<file path="src/rtl/smart_led_tx_encoder.sv">
// WS2812-style one-wire NRZ transmitter.
// Pixel words arrive over valid/ready and are sent MSB first. Each bit lasts TBIT cycles with a
// high time of T0H or T1H. Back-to-back pixels run with no gap, and a TRES-cycle low latch
// closes the frame.
module smart_led_tx_encoder #(
  parameter int unsigned WIDTH = 24,
  parameter int unsigned T0H   = 8,
  parameter int unsigned T1H   = 16,
  parameter int unsigned TBIT  = 25,
  parameter int unsigned TRES  = 1000
) (
  input  logic             clk,
  input  logic             rst,
  input  logic [WIDTH-1:0] data_in,
  input  logic             valid,
  output logic             ready,
  output logic             dout,
  output logic             busy
);

  if (!(T0H >= 1 && T0H < T1H && T1H < TBIT && TRES >= 1)) begin : g_param_check
    $fatal(1, "smart_led_tx_encoder: illegal timing parameters");
  end

  localparam int unsigned CntMax = (TBIT > TRES) ? TBIT : TRES;
  localparam int unsigned CntW   = (CntMax > 1) ? $clog2(CntMax) : 1;
  localparam int unsigned IdxW   = (WIDTH > 1) ? $clog2(WIDTH) : 1;

  localparam logic [CntW-1:0] TbitLast = CntW'(TBIT - 1);
  localparam logic [CntW-1:0] TresLast = CntW'(TRES - 1);
  localparam logic [CntW-1:0] T0hCnt   = CntW'(T0H);
  localparam logic [CntW-1:0] T1hCnt   = CntW'(T1H);
  localparam logic [IdxW-1:0] IdxLast  = IdxW'(WIDTH - 1);

  typedef enum logic [1:0] {StIdle, StBit, StLatch} state_e;

  state_e           state_q, state_d;
  logic [WIDTH-1:0] shreg_q, shreg_d;
  logic [IdxW-1:0]  idx_q, idx_d;
  logic [CntW-1:0]  cnt_q, cnt_d;
  logic             dout_q, dout_d;

  // State, shift register, counters and the registered line driver.
  always_ff @(posedge clk or posedge rst) begin
    if (rst) begin
      state_q <= StIdle;
      shreg_q <= '0;
      idx_q   <= '0;
      cnt_q   <= '0;
      dout_q  <= 1'b0;
    end else begin
      state_q <= state_d;
      shreg_q <= shreg_d;
      idx_q   <= idx_d;
      cnt_q   <= cnt_d;
      dout_q  <= dout_d;
    end
  end

  // Next-state, handshake and line level for the next cycle.
  always_comb begin
    state_d = state_q;
    shreg_d = shreg_q;
    idx_d   = idx_q;
    cnt_d   = cnt_q;
    ready   = 1'b0;
    // The line follows the counter one cycle later, so the first rise is one edge after transfer.
    dout_d  = (state_q == StBit) && (cnt_q < (shreg_q[WIDTH-1] ? T1hCnt : T0hCnt));
    unique case (state_q)
      StIdle: begin
        ready = 1'b1;
        if (valid) begin
          state_d = StBit;
          shreg_d = data_in;
          idx_d   = IdxLast;
          cnt_d   = '0;
        end
      end
      StBit: begin
        if (cnt_q == TbitLast) begin
          cnt_d = '0;
          if (idx_q != '0) begin
            shreg_d = shreg_q << 1;
            idx_d   = idx_q - IdxW'(1);
          end else begin
            // Last cycle of the last bit: a new pixel can be chained here without a gap.
            ready = 1'b1;
            if (valid) begin
              shreg_d = data_in;
              idx_d   = IdxLast;
            end else begin
              state_d = StLatch;
            end
          end
        end else begin
          cnt_d = cnt_q + CntW'(1);
        end
      end
      StLatch: begin
        if (cnt_q == TresLast) begin
          cnt_d   = '0;
          state_d = StIdle;
        end else begin
          cnt_d = cnt_q + CntW'(1);
        end
      end
      default: state_d = StIdle;
    endcase
  end

  assign dout = dout_q;
  assign busy = (state_q != StIdle);

endmodule

</file>
<file path="config.mk">
export PLATFORM = sky130hd
export DESIGN_NAME = smart_led_tx_encoder
export DESIGN_NICKNAME = d
export VERILOG_FILES = /design/src/rtl/smart_led_tx_encoder.sv
export SDC_FILE = /design/constraint.sdc
export NUM_CORES = 1
export LEC_CHECK = 0
export CAP_MARGIN = 20
export CORE_MARGIN = 5
export CORE_UTILIZATION = 40
export DETAILED_ROUTE_END_ITERATION = 16
export DONT_BUFFER_PORTS = 1
export PLACE_DENSITY = 0.53
export SLEW_MARGIN = 15
export SYNTH_ARGS = -nofsm -noshare
export SYNTH_HDL_FRONTEND = slang
export SYNTH_SLANG_ARGS = --single-unit
</file>
<file path="constraint.sdc">
create_clock -name clk -period 5.2 [get_ports clk]
set_input_delay 1.3 -clock clk [delete_from_list [all_inputs] [get_ports clk]]
set_output_delay 1.3 -clock clk [all_outputs]
set_load 0.01 [all_outputs]
</file>
Yosys cells after proc, flatten, opt, wreduce, memory -nomap -nowiden

Index checks and enable logic that the tools add are counted.

$add $sub $neg: 2
Shifts and indexed selects: 0
$lt $le $gt $ge: 1
Div/mod/pow operators: 0
Multipliers: 0
Reductions and logical operators: 9
Bitwise gates (word level): 0
Equality and inequality tests: 9
Muxes and demuxes: 22

Operators with widths:

| operator                | number |
|---|---|
| $mux W24                | 3 |
| $pmux W24 S2            | 1 |
| $mux W10                | 3 |
| $pmux W10 S3            | 1 |
| $mux W5                 | 4 |
| $add A10 B1 Y10 const B | 1 |
| $eq A10 B10 Y1 const B  | 1 |
| $eq A10 B5 Y1 const B   | 1 |
| $lt A10 B5 Y1           | 1 |
| $mux W2                 | 5 |
| $pmux W5 S2             | 1 |
| $ne A2 B2 Y1 const B    | 4 |
| $pmux W2 S3             | 1 |
| $reduce_and A5 Y1       | 1 |
| $reduce_bool A5 Y1      | 1 |
| $sub A5 B1 Y5 const B   | 1 |
| $reduce_and A2 Y1       | 2 |
| $reduce_bool A2 Y1      | 2 |
| $reduce_bool A3 Y1      | 1 |
| $eq A2 B1 Y1 const B    | 1 |
| $eq A2 B2 Y1 const B    | 1 |
| $logic_not A2 Y1        | 1 |
| $mux W1                 | 2 |
| $ne A2 B1 Y1 const B    | 1 |
| other kinds (2)         | 2 |

Memories: 0
Bits in registers: 42
Latch bits: 0
Word-level logic and storage cells: 48
Memory bits (writable): 0
ROM bits: 0

Logic depth before layout (Yosys ltp)

Word-level depth: 4
Mapped depth: 8

Worst setup path after synthesis

OpenSTA, ideal clock, no wires.

Path type: reg-to-output
Start point: register cnt_q[6]
End point: output ready
Stages on the path, launching flop included: 5
Setup slack: 2.142 ns
Buffers on the path: 0
Data required time: 3.900 ns
Arrival time: 1.758 ns
Cells stage by stage: dfrtp_1 > or4_4 > nor4_4 > nand2_1 > o21ai_0

Word-level cells in the longest chain between the ends: 3

Ends and longest elaborated chain:

| element                | line | source |
|---|---|---|
| start, declared        | 40   | `logic [CntW-1:0] cnt_q, cnt_d;` |
| start signal, assigned | 55   | `cnt_q <= cnt_d;` |
| $eq A10 B5 Y1          | 80   | `if (cnt_q == TbitLast) begin` |
| $mux W1                | 80   |  |
| $pmux W1 S2            | 69   | `unique case (state_q)` |
| end, declared          | 16   | `output logic ready,` |

Every way passes these cells.

Worst setup path in the final report

Same ends and word-level chain as after synthesis.

==> results.yml <==
outcome:
  outcome: "finished, final reports clean"
timing:
  fmax_mhz: 281.9
  hold_violations: 0
  worstMarginPinSlew_ps: 922.3
  finalCritPeriodShare: 0.6822
  rsz0062_at_grt: "false"
  period_minus_slack_ps: 3547
  maxSlewViolCount: 0
  skew_ps: 7.333
  fin_hold_ws_ps: 511.7
  tns_ps: 0
  slew_headroom: 0.3836
  worst_slack_ps: 1653
  finalSetupViolCount: 0
placement:
  gp_congestion: 0.7099
  io_buffers: 0
  dp_hpwl_um: 3139
  post-place-ws_ps: 1912
  dpl_cell_area_um2: 2434
global_route:
  grt_overflow: 0
  grt_max_degree: 43
  grtUsageTotal: 0.1402
  grt_pass1_vias: 1712
  grt_pass1_wl_um: 8445
  grt_antenna_before_repair: 0
setup_path:
  cp_slowest_stage_delay_ps: 570
  critPathBufInv: 0
  critPathRequiredTime_ps: 3900
  arrival_ps: 2250
  end_kind: "output port"
  path_class: "flop to output port"
  crit_chain: "or4_4 -> nor4_4 -> nand2_1 -> o21ai_0"
  cp-start-kind: "flop"
  path_delay_family: "simple AND/OR/NAND/NOR gates"
  cp_max_fo: 8
  worst_path_max_delay_cell: "or4_4"
logic_synthesis:
  synthFlopType: "dfrtp_1"
  async_flop_share: 1.000
  synth_area_leaders: "dfrtp_1 (44%), nand2_1 (12%), mux2_4 (8.8%), mux2_2 (4.2%), ha_1 (3.7%)"
  synth_cell_types: 41
  synth_area_leader_cell: "dfrtp_1"
  syn_inst: 249
  synth_top_area_frac: 0.4391
  netlist_area_um2: 2394
  synth_seq_area_share: 0.4391
  synth_warnings: 0
  yosys_register_bits: 42
  synth_edf_count: 0
  syn_avg_cell_area_um2: 9.613
  synth_fp_nets: 283
cts:
  clkSlewWorstSetupHoldPaths_ps: 80
  post-cts-setup-buffers: 0
  hold_buffers: 0
  numCtsBuffers: 5
  clkSinkCount: 42
  cts_tree: "built"
  clock_path_buffers: 2
  cts_root_buffer: "clkbuf_8"
  cts_resized: 0
  htreeDepth: 2
  clock_latency_ps: 290
floorplan:
  ios: 30
  die_h_um: 87.36
  rows: 28
  dieWidth_um: 87.36
  start_util: 0.4067
  dieArea_um2: 7631
  core_um2: 5886
pwr:
  peakVddDrop_uv: 261.9
  leakage_nw: 1.215
  totalPowerFinal_w: 0.001401
  power.density_nw_per_um2: 548.2
routing:
  via_count: 1694
  first_iter_violations: 52
  drc: 0
  ant_nets: 0
  via_per_inst: 5.212
  totalWireLength_um: 4678
  dr.pass1.iters: 4
  wl_per_cell_um: 14.39
layout:
  layout_common_cells: "nand2_1 (74), dfrtp_1 (42), o21ai_0 (15)"
  drive_above_1_share: 0.1600
  final_area_um2: 2556
  num_antenna_cells: 0
  fin_nets: 283
  layout_commonest_cell: "nand2_1"
  syn_to_final_growth_pct: 6.796
flow_run:
  drv_cap: 0
min_path:
  hold_path_class: "flop to flop"
per-stage QoR:
stage | instances | utilization
floorplan | 249 | -
global placement | 316 | 0.4135
detailed placement | 316 | 0.4135
CTS | 324 | 0.4296
global route | 325 | 0.4343
finish | 325 | 0.4343
cell usage after synthesis (2+ instances only):
master     n
inv_1     11
mux2i_1    3
dfrtp_1   42
clkbuf_1   7
nor2_1    10
nor4_1     2
a21oi_1    4
nor3_1     7
and2_1     2
nor2b_1    3
o21ai_0   15
mux2_4    14
nand3_1    4
nand4_1    2
and3_1     2
nand2b_1   2
nand2_1   74
mux2_2     9
ha_1       7
a22o_1     8
final timing paths:
kind	depth (start not counted)	from	end	slack, ps
setup / recovery	4	cnt_q[6]$_DFFE_PP0P_	ready	1650
hold / removal	1	shreg_q[17]$_DFFE_PP0P_	shreg_q[17]$_DFFE_PP0P_	510
setup reg to reg	7	idx_q[0]$_DFFE_PP0P_	shreg_q[13]$_DFFE_PP0P_	2090
hold reg to reg	1	shreg_q[17]$_DFFE_PP0P_	shreg_q[17]$_DFFE_PP0P_	510
max in group asynchronous	2	rst	shreg_q[10]$_DFFE_PP0P_	3790
min in group asynchronous	2	rst	shreg_q[15]$_DFFE_PP0P_	1040
metal layers:
metal / part of all wire / GRT usage / wire (um)
met5: 0 / 0 / 0
met4: 0.013 / 0.04742 / 59
met3: 0.042 / 0.03595 / 198
met2: 0.46 / 0.2199 / 2148
met1: 0.49 / 0.1877 / 2271
worst reg2reg max path: cells and delay by family, from the launching register on:
| family | cells | cell delay, ps |
|---|---|---|
| compound gates | 1 | 350 |
| flops | 1 | 390 |
| simple gates | 2 | 1380 |
| mux | 1 | 310 |
| buf+inv | 2 | 350 |
| fa+ha+maj | 1 | 210 |
cells by family after synthesis:
kind of cell / Yosys count / share of synthesized area
AND/OR/NAND/NOR: 116 / 0.2243
adder cells (fa/ha/maj): 7 / 0.03659
multiplexers: 27 / 0.1485
flip-flops: 42 / 0.4391
AO/OA/AOI/OAI: 36 / 0.1051
XOR/XNOR: 1 / 0.003660
buffers and inverters: 20 / 0.04287
layout make-up:
class / count / area (um^2)
Fill cell: 600 / 3329
Timing Repair Buffer: 2 / 35.03
Tap cell: 75 / 93.84
Clock inverter: 2 / 12.51
Sequential cell: 42 / 1051
Clock buffer: 6 / 82.58
Multi-Input combinational cell: 187 / 1240
Inverter: 11 / 41.29
where the power goes:
part           internal [W]  switching [W]
combinational      0.000322       0.000338
sequential         0.000452      0.0000685
clock              0.000107       0.000114
total              0.000881       0.000521
flip-flops by register name, summed over array words and instances (netlist names):
register  count
dout          1
state_q       2
shreg_q      24
idx_q         5
cnt_q        10
(Power assumes the default switching activity.)
